**config.mk**
```make
export PLATFORM = sky130hd
export DESIGN_NAME = inst_prefetch_queue
export DESIGN_NICKNAME = d
export VERILOG_FILES = /design/src/rtl/inst_prefetch_queue.sv
export SDC_FILE = /design/constraint.sdc
export NUM_CORES = 1
export LEC_CHECK = 0
export ABC_AREA = 1
export CORE_MARGIN = 2
export CORE_UTILIZATION = 61
export DETAILED_ROUTE_END_ITERATION = 7
export PLACE_DENSITY = 0.86
export SETUP_SLACK_MARGIN = 0.2
export SLEW_MARGIN = 25
export SYNTH_ARGS = -nofsm -noshare
export SYNTH_HDL_FRONTEND = slang
export SYNTH_SLANG_ARGS = --single-unit
```
**constraint.sdc**
```tcl
create_clock -name clk_i -period 5.05 [get_ports clk_i]
set_input_delay 1.01 -clock clk_i [delete_from_list [all_inputs] [get_ports clk_i]]
set_output_delay 1.01 -clock clk_i [all_outputs]
set_load 0.01 [all_outputs]
```
**src/rtl/inst_prefetch_queue.sv**
```systemverilog
// Instruction prefetch queue: owns the fetch PC, requests sequential words from
// instruction memory and buffers {instr, pc+4} pairs in a circular queue whose head
// feeds decode. A redirect flushes the queue and restarts fetch at the new target.
// An empty queue presents a 32'b0 NOP with valid_o low.
// Optional feature: define PREFETCH_BYPASS_EN to forward an incoming word straight
// to the outputs when the queue is empty (zero fetch-to-decode latency).
`timescale 1ns / 1ps

module inst_prefetch_queue #(
  parameter int unsigned Depth   = 4,
  parameter logic [31:0] ResetPc = 32'h0000_0000
) (
  input  logic                         clk_i,
  input  logic                         rst_ni,
  output logic [31:0]                  imem_adr_o,
  output logic                         imem_req_o,
  input  logic                         imem_ready_i,
  input  logic [31:0]                  imem_rdata_i,
  input  logic                         redirect_i,
  input  logic [31:0]                  redirect_pc_i,
  input  logic                         deq_i,
  output logic [31:0]                  inst_o,
  output logic [31:0]                  pc_plus4_o,
  output logic                         valid_o,
  output logic [$clog2(Depth+1)-1:0]   count_o
);

  localparam int unsigned AW = $clog2(Depth);
  localparam int unsigned CW = $clog2(Depth + 1);
  localparam logic [CW-1:0] CntFull = CW'(Depth);
  localparam logic [CW-1:0] CntOne  = CW'(1);
  localparam logic [AW-1:0] PtrOne  = AW'(1);

  typedef enum logic {StBoot, StFetch} state_e;

  state_e        state_q;
  logic [31:0]   instr_q [Depth];
  logic [31:0]   pc4_q   [Depth];
  logic [AW-1:0] wptr_q, rptr_q;
  logic [CW-1:0] count_q;
  logic [31:0]   fetch_pc_q;

  logic          empty, req, push, pop, store, unload, valid;
  logic [31:0]   pc_next, head_instr, head_pc4;

  // Request/push/pop decode and head presentation.
  always_comb begin
    empty      = (count_q == '0);
    pc_next    = fetch_pc_q + 32'd4;
    // A pop in the same cycle frees a slot, so a full queue may still request.
    req        = (state_q == StFetch) && ((count_q != CntFull) || deq_i) && !redirect_i;
    push       = req && imem_ready_i;
    valid      = !empty;
    head_instr = empty ? 32'b0 : instr_q[rptr_q];
    head_pc4   = empty ? 32'b0 : pc4_q[rptr_q];
`ifdef PREFETCH_BYPASS_EN
    if (empty && push) begin
      valid      = 1'b1;
      head_instr = imem_rdata_i;
      head_pc4   = pc_next;
    end
`endif
    pop        = deq_i && valid && !redirect_i;
`ifdef PREFETCH_BYPASS_EN
    // A bypassed word consumed in the same cycle never enters storage.
    store      = push && !(empty && pop);
    unload     = pop && !empty;
`else
    store      = push;
    unload     = pop;
`endif
  end

  // Boot/fetch FSM together with the queue storage, pointers and fetch PC.
  always_ff @(posedge clk_i or negedge rst_ni) begin
    if (!rst_ni) begin
      state_q    <= StBoot;
      fetch_pc_q <= ResetPc;
      wptr_q     <= '0;
      rptr_q     <= '0;
      count_q    <= '0;
      for (int unsigned i = 0; i < Depth; i++) begin
        instr_q[i] <= '0;
        pc4_q[i]   <= '0;
      end
    end else begin
      case (state_q)
        StBoot: state_q <= StFetch;
        StFetch: begin
          if (redirect_i) begin
            // Flush wins over any push or pop in this cycle.
            fetch_pc_q <= redirect_pc_i;
            wptr_q     <= '0;
            rptr_q     <= '0;
            count_q    <= '0;
          end else begin
            if (push) fetch_pc_q <= pc_next;
            if (store) begin
              instr_q[wptr_q] <= imem_rdata_i;
              pc4_q[wptr_q]   <= pc_next;
              wptr_q          <= wptr_q + PtrOne;
            end
            if (unload) rptr_q <= rptr_q + PtrOne;
            if (store && !unload) begin
              count_q <= count_q + CntOne;
            end else if (unload && !store) begin
              count_q <= count_q - CntOne;
            end
          end
        end
        default: state_q <= StBoot;
      endcase
    end
  end

  assign imem_adr_o = fetch_pc_q;
  assign imem_req_o = req;
  assign inst_o     = head_instr;
  assign pc_plus4_o = head_pc4;
  assign valid_o    = valid;
  assign count_o    = count_q;

endmodule

```
# Yosys cells after proc, flatten, opt, wreduce, memory -nomap -nowiden
# Index checks and enable logic that the tools add are counted.
word_totals:
  register_bits: 296
  latchBits: 0
  ram_bits: 0
  rom_bits: 0
  out_inout_bits: 101
  word_cells: 67
  memories: 0
classes:
  addsub: 5
  n_mul: 0
  div: 0
  n_lt_le_gt_ge: 3
  eq_ne: 1
  shift: 0
  mux: 21
  bitwise: 3
  n_reduce_logical: 21
ops:
  columns: ["op", "count"]
  rows:
  - ["$mux 32", 9]
  - ["$bwmux 128", 2]
  - ["$bmux 32 s2", 2]
  - ["$demux 32 s2", 1]
  - ["$add 32x3->32 const B", 1]
  - ["$mux 3", 3]
  - ["$logic_and 1x1->1", 8]
  - ["$mux 2", 4]
  - ["$ge 3x3->1 const B", 2]
  - ["$not 2->3", 2]
  - ["$reduce_and 2->1", 3]
  - ["$add 2x1->2 const B", 2]
  - ["$logic_not 1->1", 4]
  - ["$reduce_bool 2->1", 2]
  - ["$add 3x1->3 const B", 1]
  - ["$logic_not 3->1", 1]
  - ["$lt 3x1->1 const B", 1]
  - ["$ne 3x3->1 const B", 1]
  - ["$reduce_and 3->1", 1]
  - ["$reduce_bool 3->1", 1]
  - ["$sub 3x1->3 const B", 1]
  - ["$logic_or 1x1->1", 1]
  - ["$not 1->1", 1]

# Logic depth before layout (Yosys ltp)
# Gate-level depths: netlist of run 1.
logic_depth:
  word_depth: 10
  depth_mapped: 15
  depth_no_buf: 14

# Worst setup path after synthesis of run 1
# Ideal clock, no wire load.
synth_path:
  path_kind: "input port to flip-flop"
  startpoint: "in redirect_i"
  endpoint: "reg count_q[2], in the netlist count_o[2]"
  t_arrival_ns: 2.438
  slack_ns: 2.494
  path_stages: 15
  path_cell_list: "buf_2 > inv_2 > nand2_1 > inv_1 > nand2_2 > nor2_8 > nand2_1 > inv_1 > fa_1 > xnor2_1 > inv_1 > nand2_1 > nand2_1 > nand3_1 > nand2_1"
synth_via:
  elab_chain_cells: 7
  elab_cells_between_ends: 12
  classes_between: "mux (2); reduce/logical (10)"
synth_lines:
  columns: ["element", "line", "source"]
  rows:
  - ["start: declaration", "19", "input logic redirect_i,"]
  - ["$logic_not 1->1", "51, 63", null]
  - ["$logic_and 1x1->1", "51", "req = (state_q == StFetch) && ((count_q != CntFull) || deq_i) && !redirect_i;"]
  - ["$logic_and 1x1->1", "52", "push = req && imem_ready_i;"]
  - ["$logic_not 1->1", "106", "end else if (unload && !store) begin"]
  - ["$logic_and 1x1->1", "106", null]
  - ["$reduce_bool 3->1 (no source line)", null, null]
  - ["$reduce_and 2->1 (no source line)", null, null]
  - ["end signal: assignment", "105", "count_q <= count_q + CntOne;"]
  - ["end signal: assignment", "107", "count_q <= count_q - CntOne;"]
  - ["end: declaration", "40", "logic [CW-1:0] count_q;"]
# Several ways; a longest one is shown, not always the timed one.
# A chain may end at the register's enable or synchronous reset.

# Worst setup path in the final report of run 1
layout_path:
  startpoint: "reg rptr_q[0]"
  endpoint: "out inst_o[0]"
layout_via:
  elab_chain_cells: 5
layout_lines:
  columns: ["element", "line", "source"]
  rows:
  - ["start: declaration", "39", "logic [AW-1:0] wptr_q, rptr_q;"]
  - ["start signal: assignment", "103", "if (unload) rptr_q <= rptr_q + PtrOne;"]
  - ["$not 2->3 (not written as such)", "54", "head_instr = empty ? 32'b0 : instr_q[rptr_q];"]
  - ["$bmux 32 s2", "54", null]
  - ["$mux 32 (not written as such) (2 in series)", "54", null]
  - ["$mux 32", "54", null]
  - ["end: declaration", "22", "output logic [31:0] inst_o,"]
# Every way passes these cells. The select of a mux whose other input is x is not followed.

==> results of run 1 <==
==> cells in the mapped netlist, drive strengths merged (2+ instances only) <==
library cell	instances	share of area [%]
nand2	691	18
dfrtp	296	51
o21ai	287	9.9
a21oi	173	5.9
inv	156	4.0
nor2	141	3.8
clkbuf	60	1.5
buf	53	2.4
nand3	49	1.7
xnor2	8	0.48
ha	5	0.43
a31oi	2	0.086
mux2	2	0.15
nand4	2	0.086
o211ai	2	0.10
xor2	2	0.12
==> worst max-delay path: stages (launching register included) <==
cell             delay (ns)
dfrtp_4                0.73
clkinv_2               0.66
buf_12                 0.44
a21oi_1                0.14
o21ai_0                0.09
a21oi_1                0.26
clkdlybuf4s50_1        0.61
==> registers in the layout, summed over array words and instances (netlist names) <==
signal	cells
imem_adr_o	32
pc4_q	128
count_o	3
rptr_q	2
state_q	1
wptr_q	2
instr_q	128
==> routing by layer <==
metal	share of wire [%]	global-route usage [%]	wire (um)
met1	41	45.5	16900
met2	47	53.7	19000
met3	9.1	4.82	3720
met4	2.9	11.2	1180
met5	0	0	0
==> stage by stage <==
stage	hold slack (ns)	utilization [%]	setup WS, ns
2_1_floorplan	0.444	-	2.49
3_3_place_gp	0.456	69.3	1.17
3_5_place_dp	0.460	69.3	1.04
4_1_cts	0.477	73.3	0.629
5_1_grt	0.387	73.4	0.313
6_report	0.360	73.4	0.526
==> area by class of cell <==
class	count	area (um2)
Inverter	156	588
Timing Repair Buffer	189	1900
Sequential cell	296	7410
Clock buffer	47	896
Tap cell	319	399
Multi-Input combinational cell	1371	6000
Fill cell	1792	6240
Clock inverter	5	30.0
==> logic make-up (layout without fill, tap and decap cells) <==
kind of cell	Yosys count	count (layout)	share of synthesized area [%]
fa+ha+maj	6	6	0.567
mux	2	2	0.155
xor+xnor	10	10	0.601
other cells	1	1	0.0258
flops	296	296	50.9
simple gates	886	886	23.7
compound gates	466	466	16.1
buf+inv	269	397	7.95
==> final timing paths <==
path,startpoint,end,slack [ns],depth (start not counted)
setup / recovery,rptr_q[0],inst_o[0],0.53,6
hold / removal,rst_ni,instr_q[12],0.36,1
setup reg to reg,count_o[1],instr_q[95],2.47,9
hold reg to reg,pc4_q[119],pc4_q[119],0.47,2
max in group asynchronous,rst_ni,pc4_q[108],3.48,3
min in group clk_i,pc4_q[119],pc4_q[119],0.47,2
==> power groups by stage <==
stage / Clock (W) / Combinational (W) / Sequential [W]
3_3_place_gp: 0 / 0.00400 / 0.00384
2_1_floorplan: 0 / 0.00240 / 0.00372
3_5_place_dp: 0 / 0.00412 / 0.00388
6_report: 0.00211 / 0.00421 / 0.00387
5_1_grt: 0.00223 / 0.00466 / 0.00397
4_1_cts: 0.00213 / 0.00418 / 0.00385
==> results.py, run 1 <==
metrics = {
    "detailed_routing": {
        "drc": 0,
        "first_pass_iters": 5,
        "vias": 13600,
        "finalWirelength_mm": 40.7,
        "wire_per_inst_um": 17.1,
        "drt-vias-per-instance": 5.70,
        "postRouteAntennaNets": 0,
        "drt_iter0_markers": 1234,
    },
    "power": {
        "p_int_w": 0.00633,
        "power_w": 0.0102,
        "power_frac_comb_pct": 41.3,
        "p_sw_w": 0.00387,
        "power_leakage_nw": 8.31,
        "p_seq_share_pct": 38.0,
        "ir_worst_vdd_mv": 0.422,
        "p_per_area_mw_per_mm2": 592,
        "clkPwrFrac_pct": 20.7,
        "netSwitchingFraction_pct": 37.9,
    },
    "placement": {
        "hpwl_mm": 25.3,
        "port_buffers": 169,
        "dpl-instance-area_mm2": 0.0163,
        "gp_congestion": 0.951,
        "dp.cells": 2330,
    },
    "yosys": {
        "ys_types": 32,
        "yosysWarnings": 0,
        "synth-edff-count": 0,
        "synth-seq-cells": 296,
        "seq_area_frac_synth_pct": 50.9,
        "synthArstFlopShare_pct": 100,
        "syn_inst": 1936,
        "synth_fp_nets": 2011,
        "syn_avg_cell_area_um2": 7.52,
        "synth_flop_cell": "dfrtp_1",
        "syn_area_mm2": 0.0146,
    },
    "clock_tree": {
        "cts_setup_buffers": 0,
        "clk_path_buf_depth": 3,
        "clock-sinks": 296,
        "cts.repair.resized": 0,
        "cts_buffers": 30,
        "cts_root_buf": "clkbuf_16",
        "clock_latency_ns": 0.56,
        "htreeDepth": 1,
        "path_clk_slew_ns": 0.06,
        "cts_tree": "done",
        "ctsHoldBuffers": 0,
    },
    "min_path": {
        "hold_class": "in2async",
    },
    "finish": {
        "diodes": 0,
        "fin_area_mm2": 0.0172,
        "mostFrequentLayoutCells": "nand2_1 (685), dfrtp_1 (294), o21ai_0 (250), a21oi_1 (173), clkdlybuf4s50_1 (168)",
        "final_layout_size_suffix_gt1_share_pct": 4.12,
        "finalNonFillerCells": 2383,
        "layout_commonest_cell": "nand2_1",
        "areaGrowthSynthToFinish_pct": 18.3,
        "fin_nets": 2119,
    },
    "sta": {
        "timing.final.hold_violations": 0,
        "fin_worst_skew_ns": 0.00921,
        "rsz0062_at_grt": "false",
        "fmax_ghz": 0.221,
        "maxSlewViolCount": 0,
        "period_minus_slack_ns": 4.52,
        "finalCritPeriodShare_pct": 89.6,
        "totalNegativeSetupSlack_ns": 0,
        "slew_headroom_pct": 38.2,
        "setup_viol": 0,
        "tightest_slew_ns": 0.928,
    },
    "global_routing": {
        "grt_pass1_vias": 13100,
        "grt_use_total_pct": 32.9,
        "grt_max_degree": 126,
        "overflow": 0,
        "antenna_found_initial": 0,
        "grt_pass1_wl_mm": 65.7,
    },
    "floorplan": {
        "die_w_um": 159,
        "io_pins": 170,
        "row_count": 56,
        "coreArea_mm2": 0.0235,
        "start_util_pct": 62.0,
        "die_height_um": 159,
        "dieArea_mm2": 0.0251,
    },
    "critical_path": {
        "crit_required_ns": 4.04,
        "cp_max_fo": 56,
        "cp.arrival_ns": 3.51,
        "crit_path_end_kind": "primary output",
        "critPathLaunchType": "register",
        "worstSetupPathType": "reg2out",
    },
    "run_status": {
        "status": "complete, no violations",
    },
    "job": {
        "cap_viol_max_count": 0,
    },
}
Power figures use the tool's default switching activity.
==> inputs of run 2 (changes only) <==
--- a/config.mk
+++ b/config.mk
@@ -9,6 +9,7 @@
 export CORE_MARGIN = 2
 export CORE_UTILIZATION = 61
 export DETAILED_ROUTE_END_ITERATION = 7
+export GPL_ROUTABILITY_DRIVEN = 0
 export PLACE_DENSITY = 0.86
 export SETUP_SLACK_MARGIN = 0.2
 export SLEW_MARGIN = 25
==> results.py, run 2 (synthesized netlist as in run 1, its figures left out) <==
metrics = {
    "clock_tree": {
        "cts_tree": "done",
        "cts_setup_buffers": 0,
        "cts_root_buf": "clkbuf_16",
        "clock_latency_ns": 0.55,
        "htreeDepth": 1,
        "path_clk_slew_ns": 0.06,
        "clock-sinks": 296,
        "cts.repair.resized": 0,
        "ctsHoldBuffers": 0,
        "cts_buffers": 30,
        "clk_path_buf_depth": 3,
    },
    "critical_path": {
        "worstSetupPathType": "reg2out",
        "critPathLaunchType": "register",
        "max_stage_delay_ns": 0.84,
        "cp_slowest_cell": "dfrtp_2",
        "cp_common_cell": "a21oi_1",
        "path_cells": "inv_2 -> buf_4 -> a21oi_1 -> o21ai_0 -> a21oi_1 -> clkdlybuf4s50_1",
        "cp_max_fo": 50,
        "crit_path_end_kind": "primary output",
        "cp.arrival_ns": 3.42,
        "crit_required_ns": 4.04,
    },
    "global_routing": {
        "antenna_found_initial": 0,
        "grt_use_total_pct": 32.7,
        "grt_pass1_vias": 13200,
        "top_usage_layer": "met2",
        "gr-usage-met1_pct": 44.9,
        "grt_max_degree": 118,
        "overflow": 0,
        "grt_pass1_wl_mm": 65.4,
        "met3_usage_pct": 4.60,
        "met2_usage_pct": 54.2,
    },
    "sta": {
        "period_minus_slack_ns": 4.43,
        "tightest_slew_ns": 1.02,
        "finalCritPeriodShare_pct": 87.7,
        "setup_ws_ns": 0.623,
        "rsz0062_at_grt": "false",
        "maxSlewViolCount": 0,
        "timing.final.hold_violations": 0,
        "slew_headroom_pct": 32.1,
        "fmax_ghz": 0.226,
        "fin_worst_skew_ns": 0.00838,
        "totalNegativeSetupSlack_ns": 0,
        "setup_viol": 0,
    },
    "detailed_routing": {
        "vias": 13700,
        "drt-vias-per-instance": 5.74,
        "postRouteAntennaNets": 0,
        "finalWirelength_mm": 40.3,
        "first_pass_iters": 6,
        "drt_iter0_markers": 1559,
        "wire_per_inst_um": 16.9,
        "drc": 0,
    },
    "power": {
        "power_leakage_nw": 8.34,
        "p_sw_w": 0.00387,
        "power_frac_comb_pct": 40.5,
        "netSwitchingFraction_pct": 37.5,
        "ir_worst_vdd_mv": 0.330,
        "p_seq_share_pct": 37.8,
        "p_per_area_mw_per_mm2": 597,
        "p_int_w": 0.00645,
        "clkPwrFrac_pct": 21.7,
    },
    "run_status": {
        "status": "complete, no violations",
    },
    "placement": {
        "hpwl_mm": 24.4,
        "place_ws_ns": 1.06,
        "port_buffers": 169,
        "dp.cells": 2327,
        "dpl-instance-area_mm2": 0.0163,
    },
    "finish": {
        "finalNonFillerCells": 2383,
        "final_layout_size_suffix_gt1_share_pct": 4.31,
        "areaGrowthSynthToFinish_pct": 18.7,
        "fin_nets": 2115,
        "fin_area_mm2": 0.0173,
        "mostFrequentLayoutCells": "nand2_1 (685), dfrtp_1 (294), o21ai_0 (250), a21oi_1 (173), clkdlybuf4s50_1 (168)",
        "layout_commonest_cell": "nand2_1",
        "diodes": 0,
        "final_util_pct": 73.6,
    },
    "floorplan": {
        "dieArea_mm2": 0.0251,
        "row_count": 56,
        "start_util_pct": 62.0,
        "coreArea_mm2": 0.0235,
        "die_height_um": 159,
        "io_pins": 170,
        "die_w_um": 159,
    },
    "job": {
        "cap_viol_max_count": 0,
    },
    "min_path": {
        "hold_class": "reg2reg",
    },
}
==> run 2: metrics by stage <==
stage	hold WS, ns	total power, W
2_1_floorplan	0.444	0.00611
3_3_place_gp	0.456	0.00783
3_5_place_dp	0.460	0.00799
4_1_cts	0.476	0.0103
5_1_grt	0.484	0.0110
6_report	0.475	0.0103
==> run 2: critical path: cells and delay by family, from the launching register on <==
family / cells / cell delay [ns]
buffers and inverters: 3 / 1.36
flip-flops: 1 / 0.84
AO/OA/AOI/OAI: 3 / 0.62
==> run 2: power groups by stage <==
| stage | logic [W] | registers [W] | clock network [W] |
|---|---|---|---|
| after floorplan | 0.00240 | 0.00372 | 0 |
| after global placement | 0.00397 | 0.00386 | 0 |
| after detailed placement | 0.00409 | 0.00390 | 0 |
| after CTS | 0.00415 | 0.00388 | 0.00226 |
| after global routing | 0.00462 | 0.00400 | 0.00236 |
| final | 0.00418 | 0.00390 | 0.00224 |
==> run 2: layer usage <==
metal / routed length, um / share of wire (%)
met5: 0 / 0
met4: 1090 / 2.7
met3: 3870 / 9.6
met2: 18900 / 47
met1: 16400 / 41
==> run 2: cell type report <==
class | instances | area (um2)
Fill cell | 1752 | 6190
Tap cell | 319 | 399
Sequential cell | 296 | 7410
Clock buffer | 48 | 950
Timing Repair Buffer | 185 | 1870
Inverter | 156 | 588
Multi-Input combinational cell | 1371 | 6000
Clock inverter | 8 | 67.6
==> run 2: worst paths after layout <==
path                             from        endpoint  slack, ns  cells past startpoint
max                         rptr_q[1]  pc_plus4_o[31]       0.62                      6
min                          pc4_q[4]        pc4_q[4]       0.48                      2
max reg2reg                count_o[2]     instr_q[67]       2.49                     10
min reg2reg                  pc4_q[4]        pc4_q[4]       0.48                      2
max in group asynchronous      rst_ni       pc4_q[90]       3.29                      2
min in group asynchronous      rst_ni    instr_q[108]       0.50                      1
==> inputs of run 3 (changes only) <==
--- a/config.mk
+++ b/config.mk
@@ -6,11 +6,10 @@
 export NUM_CORES = 1
 export LEC_CHECK = 0
 export ABC_AREA = 1
-export CORE_MARGIN = 2
-export CORE_UTILIZATION = 61
+export CORE_UTILIZATION = 57
 export DETAILED_ROUTE_END_ITERATION = 7
 export GPL_ROUTABILITY_DRIVEN = 0
-export PLACE_DENSITY = 0.86
+export PLACE_DENSITY = 0.81
 export SETUP_SLACK_MARGIN = 0.2
 export SLEW_MARGIN = 25
 export SYNTH_ARGS = -nofsm -noshare
==> constraint.sdc (replaced) <==
create_clock -name clk_i -period 4.8 [get_ports clk_i]
set_input_delay 0.96 -clock clk_i [delete_from_list [all_inputs] [get_ports clk_i]]
set_output_delay 0.96 -clock clk_i [all_outputs]
set_load 0.01 [all_outputs]
==> results.py, run 3 (synthesized netlist as in run 1, its figures left out) <==
metrics = {
    "critical_path": {
        "r2r_start": "imem_adr_o[2]",
        "worst-path-buf-inv": 3,
        "worstSetupPathType": "reg2out",
        "r2r_slack_ns": 2.39,
        "cp.arrival_ns": 3.28,
        "reg2reg_depth": 8,
        "crit_required_ns": 3.84,
        "crit_path_end": "inst_o[31]",
        "crit_cells": 6,
        "path_cells": "clkinv_2 -> buf_4 -> a21oi_1 -> o21ai_0 -> a21oi_1 -> clkdlybuf4s50_1",
        "critical-path-top-delay-family": "buffers and inverters",
        "critPathLaunchType": "register",
        "cp_max_fo": 44,
        "r2r_end": "imem_adr_o[14]",
        "cp_common_cell": "a21oi_1",
        "cp_slowest_cell": "dfrtp_4",
        "startpoint": "rptr_q[0]",
        "max_stage_delay_ns": 0.67,
        "crit_path_end_kind": "primary output",
    },
    "finish": {
        "seq_area_mm2": 0.00741,
        "diodes": 0,
        "final_layout_size_suffix_gt1_share_pct": 4.58,
        "finalNonFillerCells": 2402,
        "fin_area_mm2": 0.0174,
        "mostFrequentLayoutCells": "nand2_1 (685), dfrtp_1 (294), o21ai_0 (250), a21oi_1 (173), clkdlybuf4s50_1 (168)",
        "multi_input_comb_area_mm2": 0.00600,
        "fin_nets": 2126,
        "fillers": 2091,
        "areaGrowthSynthToFinish_pct": 19.7,
        "layout_commonest_cell": "nand2_1",
    },
    "sta": {
        "setup_ws_ns": 0.560,
        "hold_slack_ns": 0.471,
        "tightest_slew_ns": 1.01,
        "fin_worst_skew_ns": 0.0113,
        "finalCritPeriodShare_pct": 88.3,
        "rsz0062_at_grt": "false",
        "timing.final.hold_violations": 0,
        "maxSlewViolCount": 0,
        "slew_headroom_pct": 32.7,
        "fmax_ghz": 0.236,
        "period_minus_slack_ns": 4.24,
        "setup_viol": 0,
        "totalNegativeSetupSlack_ns": 0,
    },
    "job": {
        "cap_viol_max_count": 0,
    },
    "clock_tree": {
        "cts_setup_buffers": 0,
        "clk_path_buf_depth": 3,
        "clock_latency_ns": 0.51,
        "ctsHoldBuffers": 0,
        "cts.repair.resized": 0,
        "clock-sinks": 296,
        "cts_tree": "done",
        "cts_buffers": 35,
        "cts_root_buf": "clkbuf_16",
        "path_clk_slew_ns": 0.06,
        "htreeDepth": 2,
    },
    "placement": {
        "place_ws_ns": 1.11,
        "port_buffers": 169,
        "hpwl_mm": 25.3,
        "dp.cells": 2344,
        "dpl-instance-area_mm2": 0.0163,
    },
    "power": {
        "ir_worst_vdd_mv": 0.330,
        "power_leakage_nw": 8.41,
        "p_per_area_mw_per_mm2": 632,
    },
    "global_routing": {
        "grt_max_degree": 117,
        "grt_pass1_vias": 13300,
        "grt_pass1_wl_mm": 66.5,
        "antenna_found_initial": 0,
        "overflow": 0,
        "grt_use_total_pct": 31.5,
    },
    "min_path": {
        "hold_class": "reg2reg",
        "worstHoldStart": "instr_q[25]",
    },
    "detailed_routing": {
        "drt_iter0_markers": 1444,
        "first_pass_iters": 6,
        "drt-vias-per-instance": 5.65,
        "postRouteAntennaNets": 0,
        "wire_per_inst_um": 16.8,
        "finalWirelength_mm": 40.5,
        "vias": 13600,
        "drc": 0,
    },
    "floorplan": {
        "coreArea_mm2": 0.0251,
        "die_w_um": 162,
        "io_pins": 170,
        "start_util_pct": 58.0,
        "die_height_um": 162,
        "dieArea_mm2": 0.0262,
        "row_count": 58,
    },
    "run_status": {
        "status": "complete, no violations",
    },
}
-- run 3: worst reg2reg max path, cell delays in order, from the launching register on --
cell	delay, ns
dfrtp_1	0.59
ha_1	0.31
nand3_1	0.23
nor2_2	0.39
nand3_1	0.21
nand2_1	0.10
nand2_1	0.23
nor2_1	0.15
o21ai_0	0.08
-- run 3: metal layers --
layer	wire length (um)	GRT usage, %	vias up
met5	0	0	-
met4	1040	11.4	0
met3	3420	5.23	101
met2	18600	49.6	676
met1	17400	44.0	6431
li1	-	-	6364
-- run 3: power breakdown --
part / internal, W / switching (W) / total (W) / leakage (nW)
combinational: 0.00189 / 0.00254 / 0.00442 / 4.20
clock: 0.00153 / 0.00101 / 0.00254 / 0.539
sequential: 0.00350 / 0.000545 / 0.00405 / 3.67
-- run 3: how the worst min path moves through the flow --
| stage | to | slack, ns | cells after the start |
|---|---|---|---|
| after floorplan | instr_q[0] | 0.44 | 2 |
| after global placement | pc4_q[97] | 0.46 | 2 |
| after detailed placement | instr_q[109] | 0.46 | 2 |
| after CTS | instr_q[119] | 0.48 | 2 |
| after global routing | instr_q[109] | 0.49 | 2 |
| final | instr_q[25] | 0.47 | 2 |
-- run 3: layout make-up --
class,count,area share (%)
clock buffers,50,5.88
repair buffers,191,11.0
well taps,330,2.37
multi-input cells,1371,34.4
inverters,156,3.37
flip-flops and latches,296,42.5
clock inverters,8,0.409
-- run 3: through the flow --
| step | power (W) | util [%] |
|---|---|---|
| final | 0.0110 | 69.4 |
| after global routing | 0.0117 | 69.4 |
| after CTS | 0.0110 | 69.4 |
| after detailed placement | 0.00842 | 65.1 |
| after global placement | 0.00825 | 65.1 |
| after floorplan | 0.00643 | - |
